--- config.mk ---
export PLATFORM = sky130hd
export DESIGN_NAME = add_arb_seq_flat
export DESIGN_NICKNAME = d
export VERILOG_FILES = /design/src/rtl/add_arb_seq_pkg.sv /design/src/rtl/add_arb_seq_if.sv /design/src/rtl/add_4_slice.sv /design/src/rtl/add_arb_seq.sv /design/src/flat_wrapper.sv
export SDC_FILE = /design/constraint.sdc
export NUM_CORES = 1
export LEC_CHECK = 0
export CORE_MARGIN = 5
export CORE_UTILIZATION = 48
export DETAILED_ROUTE_END_ITERATION = 12
export PLACE_DENSITY = 0.8
export REMOVE_ABC_BUFFERS = 1
export SLEW_MARGIN = 30
export SYNTH_ARGS = -nofsm -noshare
export SYNTH_HDL_FRONTEND = slang
export SYNTH_HIERARCHICAL = 1
export SYNTH_SLANG_ARGS = --single-unit
--- constraint.sdc ---
create_clock -name clk -period 3.26 [get_ports clk]
set_clock_uncertainty 0.1 [all_clocks]
set_input_delay 0.815 -clock clk [delete_from_list [all_inputs] [get_ports clk]]
set_output_delay 0.815 -clock clk [all_outputs]
set_load 0.005 [all_outputs]
--- src/rtl/add_arb_seq_pkg.sv ---
// ---------------------------------------------------------------------------
// add_seq_pkg
// Shared definitions for the nibble-serial arbitrated adder: FSM state
// encoding, adder slice width and the default operand width.
// ---------------------------------------------------------------------------
package add_seq_pkg;

    localparam int NIB_W = 4;
    localparam int W_DEF = 16;

    typedef enum logic [1:0] {
        ST_IDLE = 2'd0,
        ST_CALC = 2'd1,
        ST_DONE = 2'd2
    } state_t;

endpackage

--- src/rtl/add_arb_seq_if.sv ---
// ---------------------------------------------------------------------------
// add_arb_seq_if
// Bundles both requester handshakes, the response handshake and the busy
// flag of add_arb_seq.
//   master : requester/consumer side (drives valids, operands, rsp_ready)
//   slave  : adder side (drives readies, response fields, busy)
// Parameter W : operand/sum width, multiple of 4 and at least 8.
// ---------------------------------------------------------------------------
interface add_arb_seq_if #(
    parameter int W = add_seq_pkg::W_DEF
);
    logic         req0_valid;
    logic         req0_ready;
    logic [W-1:0] req0_a;
    logic [W-1:0] req0_b;

    logic         req1_valid;
    logic         req1_ready;
    logic [W-1:0] req1_a;
    logic [W-1:0] req1_b;

    logic         rsp_valid;
    logic         rsp_ready;
    logic [W-1:0] rsp_sum;
    logic         rsp_carry;
    logic         rsp_id;

    logic         busy;

    modport master (
        output req0_valid, req0_a, req0_b,
        input  req0_ready,
        output req1_valid, req1_a, req1_b,
        input  req1_ready,
        input  rsp_valid, rsp_sum, rsp_carry, rsp_id,
        output rsp_ready,
        input  busy
    );

    modport slave (
        input  req0_valid, req0_a, req0_b,
        output req0_ready,
        input  req1_valid, req1_a, req1_b,
        output req1_ready,
        output rsp_valid, rsp_sum, rsp_carry, rsp_id,
        input  rsp_ready,
        output busy
    );

endinterface

--- src/rtl/add_4_slice.sv ---
// ---------------------------------------------------------------------------
// add_4_slice
// Combinational 4-bit adder slice with carry in/out.
//   a, b : 4-bit addends
//   cin  : carry in
//   sum  : 4-bit sum
//   cout : carry out of bit 3
// ---------------------------------------------------------------------------
module add_4_slice (
    input  logic [3:0] a,
    input  logic [3:0] b,
    input  logic       cin,
    output logic [3:0] sum,
    output logic       cout
);

    assign {cout, sum} = 5'(a) + 5'(b) + 5'(cin);

endmodule

--- src/rtl/add_arb_seq.sv ---
// ---------------------------------------------------------------------------
// add_arb_seq
// Two requesters share one 4-bit adder slice; the granted operand pair is
// summed nibble-serially (LSB nibble first) and returned with its carry
// and the owning requester id.
//   clk : clock, rising edge
//   rst : asynchronous active-high reset
//   bus : add_arb_seq_if.slave (requester handshakes, response, busy)
// Parameter W : operand/sum width, multiple of 4 and at least 8; must match
// the W of the connected interface.
//
// state   | meaning
// --------+---------------------------------------------------------------
// ST_IDLE | waiting for a request; granted requester sees ready
// ST_CALC | one nibble of the sum per clock through the shared slice
// ST_DONE | result presented on rsp_*, waiting for rsp_ready
// ---------------------------------------------------------------------------
module add_arb_seq
    import add_seq_pkg::*;
#(
    parameter int W = W_DEF
) (
    input  logic          clk,
    input  logic          rst,
    add_arb_seq_if.slave  bus
);

    localparam int NIBS  = W / NIB_W;
    localparam int CNT_W = (NIBS > 1) ? $clog2(NIBS) : 1;
    localparam logic [CNT_W-1:0] LAST_NIB = CNT_W'(NIBS - 1);

    state_t           state;
    state_t           nxt_state;

    logic             grant0;
    logic             grant1;
    logic             accept;
    logic             last_nib;

    logic [W-1:0]     op_a;
    logic [W-1:0]     op_b;
    logic [W-1:0]     work;
    logic             op_id;
    logic             carry_q;
    logic             last_grant;
    logic [CNT_W-1:0] nib_cnt;

    logic [NIB_W-1:0] nib_sum;
    logic             nib_cout;

    logic [W-1:0]     sum_q;
    logic             carry_out_q;
    logic             id_q;

    // last_grant = 1 means requester 1 won last, so requester 0 wins a tie.
    always_comb begin
        grant0 = bus.req0_valid && (!bus.req1_valid || last_grant);
        grant1 = bus.req1_valid && (!bus.req0_valid || !last_grant);
    end

    assign accept   = (state == ST_IDLE) && (bus.req0_valid || bus.req1_valid);
    assign last_nib = (nib_cnt == LAST_NIB);

    // Operands shift right one nibble per CALC cycle, so the slice always
    // sees the low nibble; no variable indexing is needed.
    add_4_slice u_nib (
        .a    (op_a[NIB_W-1:0]),
        .b    (op_b[NIB_W-1:0]),
        .cin  (carry_q),
        .sum  (nib_sum),
        .cout (nib_cout)
    );

    // FSM: state register
    always_ff @(posedge clk or posedge rst) begin
        if (rst) begin
            state <= ST_IDLE;
        end else begin
            state <= nxt_state;
        end
    end

    // FSM: next state
    always_comb begin
        nxt_state = state;
        case (state)
            ST_IDLE: if (accept)        nxt_state = ST_CALC;
            ST_CALC: if (last_nib)      nxt_state = ST_DONE;
            ST_DONE: if (bus.rsp_ready) nxt_state = ST_IDLE;
            default:                    nxt_state = ST_IDLE;
        endcase
    end

    // FSM: outputs
    always_comb begin
        bus.req0_ready = (state == ST_IDLE) && grant0;
        bus.req1_ready = (state == ST_IDLE) && grant1;
        bus.rsp_valid  = (state == ST_DONE);
        bus.busy       = (state != ST_IDLE);
    end

    // Datapath. The sum is assembled in 'work' and only copied to the
    // visible result register on the last nibble, so rsp_sum keeps the
    // previous result throughout CALC.
    always_ff @(posedge clk or posedge rst) begin
        if (rst) begin
            op_a        <= '0;
            op_b        <= '0;
            work        <= '0;
            op_id       <= 1'b0;
            carry_q     <= 1'b0;
            nib_cnt     <= '0;
            last_grant  <= 1'b1;
            sum_q       <= '0;
            carry_out_q <= 1'b0;
            id_q        <= 1'b0;
        end else if (accept) begin
            op_a       <= grant1 ? bus.req1_a : bus.req0_a;
            op_b       <= grant1 ? bus.req1_b : bus.req0_b;
            op_id      <= grant1;
            last_grant <= grant1;
            carry_q    <= 1'b0;
            nib_cnt    <= '0;
        end else if (state == ST_CALC) begin
            op_a    <= op_a >> NIB_W;
            op_b    <= op_b >> NIB_W;
            work    <= {nib_sum, work[W-1:NIB_W]};
            carry_q <= nib_cout;
            nib_cnt <= last_nib ? '0 : nib_cnt + 1'b1;
            if (last_nib) begin
                sum_q       <= {nib_sum, work[W-1:NIB_W]};
                carry_out_q <= nib_cout;
                id_q        <= op_id;
            end
        end
    end

    assign bus.rsp_sum   = sum_q;
    assign bus.rsp_carry = carry_out_q;
    assign bus.rsp_id    = id_q;

endmodule

--- src/flat_wrapper.sv ---
// flat-port wrapper written by rule: the top's interface ports become plain ports
module add_arb_seq_flat import add_seq_pkg::*;
#(
    parameter int W = W_DEF
)
  (clk, rst, bus_req0_valid, bus_req0_a, bus_req0_b, bus_req0_ready, bus_req1_valid, bus_req1_a, bus_req1_b, bus_req1_ready, bus_rsp_valid, bus_rsp_sum, bus_rsp_carry, bus_rsp_id, bus_rsp_ready, bus_busy);
  add_arb_seq_if #(.W(W)) bus_i ();
  input  logic clk;
  input  logic rst;
  input wire logic [$bits(bus_i.req0_valid)-1:0] bus_req0_valid;
  input wire logic [$bits(bus_i.req0_a)-1:0] bus_req0_a;
  input wire logic [$bits(bus_i.req0_b)-1:0] bus_req0_b;
  output wire logic [$bits(bus_i.req0_ready)-1:0] bus_req0_ready;
  input wire logic [$bits(bus_i.req1_valid)-1:0] bus_req1_valid;
  input wire logic [$bits(bus_i.req1_a)-1:0] bus_req1_a;
  input wire logic [$bits(bus_i.req1_b)-1:0] bus_req1_b;
  output wire logic [$bits(bus_i.req1_ready)-1:0] bus_req1_ready;
  output wire logic [$bits(bus_i.rsp_valid)-1:0] bus_rsp_valid;
  output wire logic [$bits(bus_i.rsp_sum)-1:0] bus_rsp_sum;
  output wire logic [$bits(bus_i.rsp_carry)-1:0] bus_rsp_carry;
  output wire logic [$bits(bus_i.rsp_id)-1:0] bus_rsp_id;
  input wire logic [$bits(bus_i.rsp_ready)-1:0] bus_rsp_ready;
  output wire logic [$bits(bus_i.busy)-1:0] bus_busy;
  assign bus_i.req0_valid = bus_req0_valid;
  assign bus_i.req0_a = bus_req0_a;
  assign bus_i.req0_b = bus_req0_b;
  assign bus_req0_ready = bus_i.req0_ready;
  assign bus_i.req1_valid = bus_req1_valid;
  assign bus_i.req1_a = bus_req1_a;
  assign bus_i.req1_b = bus_req1_b;
  assign bus_req1_ready = bus_i.req1_ready;
  assign bus_rsp_valid = bus_i.rsp_valid;
  assign bus_rsp_sum = bus_i.rsp_sum;
  assign bus_rsp_carry = bus_i.rsp_carry;
  assign bus_rsp_id = bus_i.rsp_id;
  assign bus_i.rsp_ready = bus_rsp_ready;
  assign bus_busy = bus_i.busy;
  add_arb_seq #(.W(W)) u_core (.clk(clk), .rst(rst), .bus(bus_i));
endmodule
After elaboration in Yosys (flattened, before gate mapping)
Cells that the tools add are included.
- add/sub/neg operators: 3
- bitwise gates (word level): 1
- equal/unequal tests: 6
- reductions and logical operators: 17
- multiplexer cells: 15
- operators with widths (cell ; number):
    two-way mux 16 bit ; 6
    two-way mux 2 bit ; 6
    inequality test 2 x 1 -> 1 bit (second input constant) ; 3
    case mux 2 bit (3 select lines) ; 1
    AND reduction 3 bit ; 2
    adder 4 x 4 -> 5 bit ; 1
    adder 5 x 1 -> 5 bit ; 1
    logical AND 1 bit ; 5
    == test 2 bit (second input constant) ; 2
    nonzero test 2 bit ; 2
    logical NOT 1 bit ; 3
    logical OR 1 bit ; 3
    adder 2 x 1 -> 2 bit (second input constant) ; 1
    == test 2 x 1 -> 1 bit (second input constant) ; 1
    logical NOT 2 bit ; 1
    two-way mux 1 bit ; 2
    AND reduction 2 bit ; 1
    NOT 1 bit ; 1
- bits in registers: 73
- output and inout bits: 22
- word-level logic and storage cells: 53
- input port bits: 69

Logic depth before layout (Yosys ltp)
- depth in word-level cells: 5
- gate-level depth with buffers: 7
- gate-level depth less buffers: 7

Hierarchy
Netlist, hierarchy kept.
- by module, submodules not included (module ; times used ; sequential area each (um2) ; cells an instance ; area an instance (um2)):
    add_arb_seq ; 1 ; 1727.9 ; 299 ; 3203.1
    add_4_slice ; 1 ; 0.0 ; 16 ; 143.9

Least setup slack after synthesis
Ideal clock, no wire load.
- kind: in2out
- from: input bus_req1_valid
- to: output bus_req1_ready
- data arrival time: 1.527 ns
- buffers on the path: 2
- path slack: 0.818 ns
- data required time: 2.345 ns
- cell stages on the path: 4
- cell sequence: a21bo_2 > buf_6 > buf_2 > nor3_1
- word-level cells in the longest chain between the ends: 2
- ends and longest elaborated chain (what ; RTL line ; source):
    start: declaration ; flat_wrapper.sv:14 ; input wire logic [$bits(bus_i.req1_valid)-1:0] bus_req1_valid;
    logical AND 1 bit ; add_arb_seq.sv:58 ; grant1 = bus.req1_valid && (!bus.req0_valid || !last_grant);
    logical AND 1 bit ; add_arb_seq.sv:97 ; bus.req1_ready = (state == ST_IDLE) && grant1;
    end: declaration ; flat_wrapper.sv:17 ; output wire logic [$bits(bus_i.req1_ready)-1:0] bus_req1_ready;
No other way between the ends.

Final worst setup path
- from: input bus_req0_valid
- to: output bus_req0_ready
- word-level cells in the longest chain between the ends: 2
- ends and longest elaborated chain (what ; RTL line ; source):
    start: declaration ; flat_wrapper.sv:10 ; input wire logic [$bits(bus_i.req0_valid)-1:0] bus_req0_valid;
    logical AND 1 bit ; add_arb_seq.sv:57 ; grant0 = bus.req0_valid && (!bus.req1_valid || last_grant);
    logical AND 1 bit ; add_arb_seq.sv:96 ; bus.req0_ready = (state == ST_IDLE) && grant0;
    end: declaration ; flat_wrapper.sv:13 ; output wire logic [$bits(bus_i.req0_ready)-1:0] bus_req0_ready;
No other way between the ends.

==> results list <==
- After clock tree synthesis, the setup repair step added 0 buffers.
* Cell count after synthesis: 315
- Of the synthesized area, sequential elements account for 51.6%.
- The synthesized design contains 0 enable-type register cells.
- Deepest level of the CTS H-tree: 3
- Post-synthesis to final-layout area growth: 36.7%
- Ranked by total cell area, the synthesized netlist is headed by sky130_fd_sc_hd__dfrtp_1 51%, sky130_fd_sc_hd__mux2i_1 7.2%, sky130_fd_sc_hd__a221oi_1 6.3%.
* Cell accounting for the most synthesized area: sky130_fd_sc_hd__dfrtp_1
- In this run the cell area measured after placement is 4330 sq um.
- Entering global routing, the biggest net connects 37 pins.
* Crit Path Category: in -> out
- Setup violations remaining at the end of the flow were counted as 0.
- Clock Pin Slew Worst Setup and Hold Paths: 0.07 ns
* Data arrival at the endpoint of the critical path: 2.09 ns
- In the final design database the tool counted 478 nets.
- Share of flip-flops with an asynchronous set or reset after synthesis: 100%
- The congestion estimate from routability-driven global placement came to 0.772.
- Avg Cell Area, Syn: 10.6 sq um
- Number of cells in the finished layout apart from fillers: 504
* Final hold violation count: 0
- For this block, the initial DRC count from the detailed router was 99.
- Max incr delay on CP: 0.55 ns
* Power Total: 4.27 mW
- CP Data Required Time: 2.34 ns
- Overall overflow remaining after global route: 0
- Syn Std Cell Area: 3350 sq um
* DRC Markers: 0
- STA classifies the critical path startpoint as a primary input.
- Outcome: finished, final reports clean
* Fill count: 534
- Max Fanout on Critical Path: 5
- Worst hold margin: 0.387 ns
- TritonCTS built the clock tree.
- Setup slack on the worst reg-to-reg path comes out at 1.37 ns.
- The count of final max-slew check failures came to 0.
- Max clock buf depth: 2
- The repair_antennas step left the layout with diodes totalling 0.
* Yosys reg bits: 69
- Most common cell in the netlist: sky130_fd_sc_hd__dfrtp_1
- Final core utilization: 67.3%
* Sink count of the clock tree: 69
* Via count: 2594
- Reported max-cap violation count: 0
* Root cell of the clock tree: sky130_fd_sc_hd__clkbuf_8
- Counting distinct cell types in the post-synthesis netlist gives 34.
* Path category of the worst min-delay check: reg -> reg
* Clock buffers created by TritonCTS: 9
- Cell family contributing the most delay on the critical path: buffers and inverters
* Detailed placer's ending HPWL: 5540 microns
- The synthesized design devotes to its leading area cell type 50.8% of total area.
* Commonest cells in the synthesized netlist: 68 x sky130_fd_sc_hd__dfrtp_1, 54 x sky130_fd_sc_hd__nand2_1, 32 x sky130_fd_sc_hd__inv_1, 25 x sky130_fd_sc_hd__nor2_1
- Timing analysis after detailed placement gives a worst setup slack of -0.0478 ns.
- Across every metal layer, demand over resource in global routing totals 18.3%.
* Share of layout cells above drive strength 1: 11.8%
* Post-layout minimum cycle time: 3.00 ns
- Clock insertion delay at the later pin of the skew report: 0.35 ns
- Drt pass-1 iters: 4
- For this design the static power due to leakage is 2.24 nW.
- The number of hold buffers added after CTS was 0.
- Among the stages of the critical path, the cell type that occurs most often is sky130_fd_sc_hd__clkdlybuf4s50_1.
* Wire length of the first global-routing pass: 12500 microns
* Critical path endpoint category: output pin
* I/O Pins: 91
- The number of global-route vias before repair is 2771.
* Per-cell via count in the routed design: 5.15
* Least-Margin Pin Slew: 0.650 ns
- In the synthesized netlist the dominant register cell turns out to be sky130_fd_sc_hd__dfrtp_1.
- RSZ-0062 raised after global routing: false
- Dividing total power by cell area gives a power density of 934 nW/um^2.
* Critical path's slowest cell: sky130_fd_sc_hd__clkdlybuf4s50_1
* Port Buffers: 90
* Floorplan die area: 8740 sq um
- Summed negative setup slack over all endpoints: 0 ns
- For this configuration, the core starts out at a cell density of 49.3%.
* Portion of the clock cycle consumed by the worst path in the final layout: 92.1%
- Worst vdd rail ir drop: 0.502 mV
- Crit path buf inv count: 2
- Total length of routed wires: 7390 microns
* Detail Route Antenna Nets: 0
- The die is 93.5 microns tall.
- Fmax: 0.333 GHz
* Post-placement cell count: 488
* Die outline width: 93.5 microns
* Antenna violations before repair: 0
* Worst-path cell chain: clkdlybuf4s50_1, nand2_1, a21oi_1, clkdlybuf4s50_1
- The floorplan has 30 rows.
- Across all setup checks in the final design, the least slack found is 0.258 ns.
- Core area: 6790 sq um
- Count of yosys warnings during synthesis: 6
- Final instance area: 4580 sq um
- Routed length per placed instance: 14.7 microns
- Relative slew slack: 56.6%
power by group:
group | internal [mW] | leakage, nW | switching, mW | total (mW)
combinational | 0.982 | 1.29 | 0.909 | 1.89
sequential | 1.29 | 0.832 | 0.262 | 1.56
clock | 0.505 | 0.123 | 0.323 | 0.828
tightest hold or removal path, stage by stage (launching register included):
cell and delay (ns):
sky130_fd_sc_hd__dfrtp_1 0.34, sky130_fd_sc_hd__nand2_1 0.05, sky130_fd_sc_hd__nand2_1 0.06
layout make-up:
| cell class | count | area [sq um] | area share (%) |
|---|---|---|---|
| Clock inverter | 7 | 114 | 2.49 |
| Multi-Input combinational cell | 194 | 1390 | 30.4 |
| Clock buffer | 9 | 124 | 2.71 |
| Tap cell | 96 | 120 | 2.63 |
| Timing Repair Buffer | 97 | 981 | 21.4 |
| Inverter | 32 | 120 | 2.63 |
| Sequential cell | 69 | 1730 | 37.8 |
logic make-up after synthesis:
| logic type | count (synthesis) | synth area share [%] |
|---|---|---|
| AOI/OAI and AO/OA | 55 | 13.0 |
| xor gates and xnor gates | 2 | 0.523 |
| adders and majority gates | 6 | 2.69 |
| buffers and inverters | 52 | 7.03 |
| DFF | 69 | 51.6 |
| muxes | 42 | 14.2 |
| and+or+nand+nor | 89 | 10.8 |
cell usage in the layout, fill, tap and decap left out, drive strengths merged:
cell type	n
dfstp	1
a21o	3
nor2b	2
fa	2
mux2i	24
a22oi	8
and2	1
inv	32
bufinv	3
nor2	25
mux2	18
clkdlybuf4s50	89
a22o	2
dlymetal6s2s	1
a21oi	3
nand2	55
a21boi	1
o21bai	1
xnor2	2
nor3	2
ha	4
clkinv	4
or2	1
nand2b	2
clkbuf	9
a21bo	1
dfrtp	68
a221oi	24
a31oi	9
or2b	1
o21ai	3
buf	7
registers in the layout, indices dropped and copies added, names as in the netlist:
register              cells
u_core/bus.rsp_carry      1
u_core/bus.rsp_id         1
u_core/bus.rsp_sum       16
u_core/carry_q            1
u_core/last_grant         1
u_core/nib_cnt            2
u_core/op_a              16
u_core/op_b              16
u_core/op_id              1
u_core/state              2
u_core/work              12
routing by layer:
metal,up-vias,track usage [%],routed length (microns)
met5,-,0,0
met2,90,31.1,3690
met3,11,4.59,506
li1,1254,-,-
met1,1239,21.8,3060
met4,0,7.94,128
final timing paths:
path                                   start                end  cells past startpoint
setup / recovery              bus_req0_valid     bus_req0_ready                      4
hold / removal                u_core/work[7]     u_core/work[7]                      2
setup reg to reg           u_core/last_grant     u_core/op_b[7]                      4
hold reg to reg               u_core/work[7]     u_core/work[7]                      2
max in group asynchronous                rst     u_core/op_b[0]                      3
min in group asynchronous                rst  u_core/nib_cnt[0]                      2
timing repair:
item | CTS | global route
pin swaps | 0 | 0
endpoints found under the hold margin | 0 | 0
setup endpoints to repair | 1 | 1
resized for setup | 1 | 1
Power figures use the tool's default switching activity.
==> variant 1, RTL diff (same settings) <==
Encoding of `state_t`: now one-hot (3 bits for 3 states).
--- a/src/rtl/add_arb_seq_pkg.sv
+++ b/src/rtl/add_arb_seq_pkg.sv
@@ -8,10 +8,10 @@
     localparam int NIB_W = 4;
     localparam int W_DEF = 16;
 
-    typedef enum logic [1:0] {
-        ST_IDLE = 2'd0,
-        ST_CALC = 2'd1,
-        ST_DONE = 2'd2
+    typedef enum logic [2:0] {
+        ST_IDLE = 3'b001,
+        ST_CALC = 3'b010,
+        ST_DONE = 3'b100
     } state_t;
 
 endpackage
Function: same outputs for any inputs over 10 cycles, from zero or initial values and one cycle with rst high; not proved beyond that.
==> variant 1 against the original RTL <==
Non-clock buffer count up 2. Sequential power down 4%. Final area up 1.6%. Sequential cell count up 1. Wire length down 2.2%. Synthesized area up 1.6%. Utilization up 0.67 points. Critical path depth unchanged. Power down 9.5%. Sequential share of layout area about the same. Fmax down 3.1%. Setup slack worse by 95 ps. Hold slack worse by 13 ps. Largest cell class unchanged.
==> variant 1: results (changes against the original RTL) <==
result of the run completed (unchanged); xor/xnor share of the synthesized area 0.00515 (was 0.00523); nets 470 (was 478); largest fanout on the critical path 5 (unchanged); drt pass-1 iters 4 (unchanged); Clock power frac 0.208 (was 0.194); setup repair bufs after CTS 0 (unchanged); Syn Area/Cell 11.2 sq um (was 10.6 sq um); first-pass GRT wire length 12.3 mm (was 12.5 mm); Port Buf Inserts 90 (unchanged); fraction of layout cells with a size suffix above 1 0.0875 (was 0.118); Worst EP arrival 2180 ps (was 2090 ps); P_int 2.56 mW (was 2.78 mW); clk root buf clkbuf_8 (unchanged); asr flop ratio synth 1.00 (unchanged); Post-Synth Adder-Cell Area 0.0265 (was 0.0269); Final Non-Filler Cells 496 (was 504); Slew @ Worst Pin 863 ps (was 650 ps); register area share after synthesis 0.516 (about the same); largest net degree at the start of global routing 39 (was 37); top cells by area, synth dfrtp_1, mux2i_1, mux2_1 (was dfrtp_1, mux2i_1, a221oi_1); dpl cells 480 (was 488); Clock Latency Late Sink 340 ps; total leakage power 2.18 nW (was 2.24 nW); post-synthesis mux area share 0.219 (was 0.142); VDD IR max 0.362 mV (was 0.502 mV); routed len/inst 14.6 microns (was 14.7 microns); most frequent cells after synthesis dfrtp_1, mux2i_1, nand2_1, inv_1, mux2_1 (was dfrtp_1, nand2_1, inv_1, nor2_1); Num CTS Buffers 9 (unchanged); All-Layer GR Usage 0.177 (was 0.183); Synth cell types 35 (was 34); post-DP HPWL 5.23 mm (was 5.54 mm); initial antenna violation count 0 (unchanged); vias in the first global route 2657 (was 2771); RePlAce Congestion 0.783 (was 0.772); Post-CTS Resized 0 (was 1); Place WS 158 ps (was -47.8 ps); comb pwr 1.56 mW (was 1.89 mW); via count 2546 (was 2594); DR iter-0 viols 102 (was 99); post-synthesis compound-gate area fraction 0.0949 (was 0.130); CTS clk-pin slew, worst paths 70 ps (about the same)
## variant 1: logic make-up after synthesis
family | after synthesis
mux | 72
buf+inv | 37
simple gates | 69
compound gates | 47
xor+xnor | 2
fa+ha+maj | 6
flops | 70
## variant 1: metrics by stage
stage	utilization	power [mW]	TNS [ps]	instance area, sq um
4_1_cts	0.680	3.90	0	4650
6_report	0.680	3.87	0	4650
3_5_place_dp	0.646	3.09	0	4410
5_1_grt	0.680	4.16	0	4650
2_1_floorplan	-	2.50	-58390	3310
3_3_place_gp	0.646	3.01	0	4410
## variant 1: worst paths after layout
check	start	end	slack (ps)	cells past startpoint
worst min register to register	u_core/work[5]$_DFFE_PP0P_	u_core/work[5]$_DFFE_PP0P_	370	2
worst max register to register	u_core/state[0]$_DFFE_PP1P_	u_core/op_a[7]$_DFFE_PP0P_	800	4
max in group asynchronous	rst	u_core/bus.rsp_sum[5]$_DFFE_PP0P_	1540	3
worst max-delay path	bus_req0_valid	bus_req1_ready	160	4
worst min-delay path	u_core/work[5]$_DFFE_PP0P_	u_core/work[5]$_DFFE_PP0P_	370	2
min in group asynchronous	rst	u_core/bus.rsp_id$_DFFE_PP0P_	760	2
## variant 1: routing by layer
metal / track usage / vias to the layer above / share of wire
li1: - / 1234 / -
met1: 0.223 / 1226 / 0.43
met2: 0.294 / 76 / 0.50
met3: 0.0401 / 10 / 0.055
met4: 0.0746 / 0 / 0.015
met5: 0 / - / 0
## variant 1: worst max-delay path: stages
cell	delay (ps)
clkdlybuf4s50_1	530
a21boi_4	180
and2_1	150
clkdlybuf4s50_1	500
## variant 1: layout make-up
class                      instances  area, sq um
sequential                        70         1750
clock inverter                     3         65.1
inverter                          19         71.3
multi-input combinational        196         1500
timing repair buffer              99          968
tap                               96          120
fill                             531         2180
clock buffer                      13          169
==> variant 2, RTL diff (config.mk and constraints unchanged) <==
Made on the original files. `W_DEF`: 16 -> 32.
--- a/src/rtl/add_arb_seq_pkg.sv
+++ b/src/rtl/add_arb_seq_pkg.sv
@@ -6,7 +6,7 @@
 package add_seq_pkg;
 
     localparam int NIB_W = 4;
-    localparam int W_DEF = 16;
+    localparam int W_DEF = 32;
 
     typedef enum logic [1:0] {
         ST_IDLE = 2'd0,
Interface: changed (5 resized); port bits go from 91 to 171. The function was not compared with the original's and may differ.
==> variant 2 against the original RTL <==
Hold slack got worse by 9.9 ps. First-iteration DRC count increased to 5.8 times the old value. Sequential cell count increased by 65. Synthesized area increased by 92%. Wire length increased by 150%. Synthesized cell count increased by 110%. Sequential share of layout area increased by 0.075 points. Setup slack got worse by 180 ps. Power increased by 84%. Non-clock buffer count increased by 89. Final area increased by 94%. Critical path type unchanged. Largest cell class unchanged.
==> variant 2: results (changes against the original RTL) <==
result of the run completed (unchanged); first-pass GRT wire length 30.2 mm (was 12.5 mm); drt pass-1 iters 5 (was 4); Worst EP arrival 2270 ps (was 2090 ps); Num CTS Buffers 17 (was 9); PwrDens 887 nW/um^2 (was 934 nW/um^2); fill count 1019 (was 534); fraction of layout cells with a size suffix above 1 0.104 (was 0.118); most frequent cells after synthesis nand2_1, dfrtp_1, nand3_1, a21oi_1, a41oi_1 (was dfrtp_1, nand2_1, inv_1, nor2_1); Clock Latency Late Sink 400 ps (was 350 ps); via count 5929 (was 2594); Final Routed Wirelength 18.1 mm (was 7.39 mm); RePlAce Congestion 0.910 (was 0.772); H-tree depth 4 (was 3); Non-clk invs 8 (was 32); register area share after synthesis 0.522 (was 0.516); worst reg-to-reg setup slack 710 ps (was 1370 ps); CTS clk-pin slew, worst paths 50 ps (was 70 ps); VDD IR max 0.392 mV (was 0.502 mV); clkbuf count 22 (was 9); All-Layer GR Usage 0.232 (was 0.183); max incr delay on CP 530 ps (was 550 ps); Seq/total area 0.378 (about the same); post-synthesis compound-gate area fraction 0.152 (was 0.130); DP Area 8280 sq um (was 4330 sq um); Post-Synth Adder-Cell Area 0.0160 (was 0.0269); largest fanout on the critical path 3 (was 5); total leakage power 3.76 nW (was 2.24 nW); top cells by area, synth dfrtp_1, nand3_1, nand2_1 (was dfrtp_1, mux2i_1, a221oi_1); vias in the first global route 6097 (was 2771); worst setup margin 73.3 ps (was 258 ps); routed len/inst 18.1 microns (was 14.7 microns); Slew @ Worst Pin 840 ps (was 650 ps); #MultiIn Comb 468 (was 194); Cell Area, Synth 6430 sq um (was 3350 sq um); post-synthesis mux area share 0.0720 (was 0.142); nets 955 (was 478); Non-CTS buffers 186 (was 97); Port Buf Inserts 170 (was 90); Post-Syn Instances 674 (was 315); CTS sink cnt 134 (was 69)
[variant 2: cell types whose count changed after synthesis, moves of 17 or more]
cell / before / now
nor2_1: 25 / 5
a41oi_1: 0 / 56
inv_1: 32 / 8
buf_2: 8 / 25
nand3_1: 0 / 112
a21oi_1: 2 / 58
dfrtp_1: 68 / 133
mux2_2: 9 / 27
a221oi_1: 24 / 0
clkbuf_1: 4 / 33
nand2_1: 54 / 146
[variant 2: worst min-delay path by stage]
stage | startpoint | endpoint | slack, ps | depth (start not counted)
2_1_floorplan | u_core/work[4]$_DFFE_PP0P_ | u_core/work[4]$_DFFE_PP0P_ | 340 | 2
3_3_place_gp | u_core/work[4]$_DFFE_PP0P_ | u_core/work[4]$_DFFE_PP0P_ | 350 | 2
3_5_place_dp | u_core/work[7]$_DFFE_PP0P_ | u_core/work[7]$_DFFE_PP0P_ | 370 | 2
4_1_cts | u_core/work[7]$_DFFE_PP0P_ | u_core/work[7]$_DFFE_PP0P_ | 380 | 2
5_1_grt | u_core/work[7]$_DFFE_PP0P_ | u_core/work[7]$_DFFE_PP0P_ | 410 | 2
6_report | u_core/work[5]$_DFFE_PP0P_ | u_core/work[5]$_DFFE_PP0P_ | 380 | 2
[variant 2: metal layers]
layer | part of all wire | GRT usage
met3 | 0.080 | 0.0453
met1 | 0.42 | 0.317
met5 | 0 | 0
met2 | 0.48 | 0.368
met4 | 0.019 | 0.0899
[variant 2: logic make-up (layout without fill, tap and decap cells)]
group / after synthesis / count (layout)
simple gates: 272 / 272
fa+ha+maj: 7 / 7
compound gates: 145 / 145
mux: 42 / 42
buf+inv: 72 / 226
xor+xnor: 2 / 2
flops: 134 / 134
[variant 2: report_power, final]
part	internal, mW	switching, mW
registers	2.45	0.489
logic	1.45	1.59
clock network	1.19	0.696
total	5.09	2.77
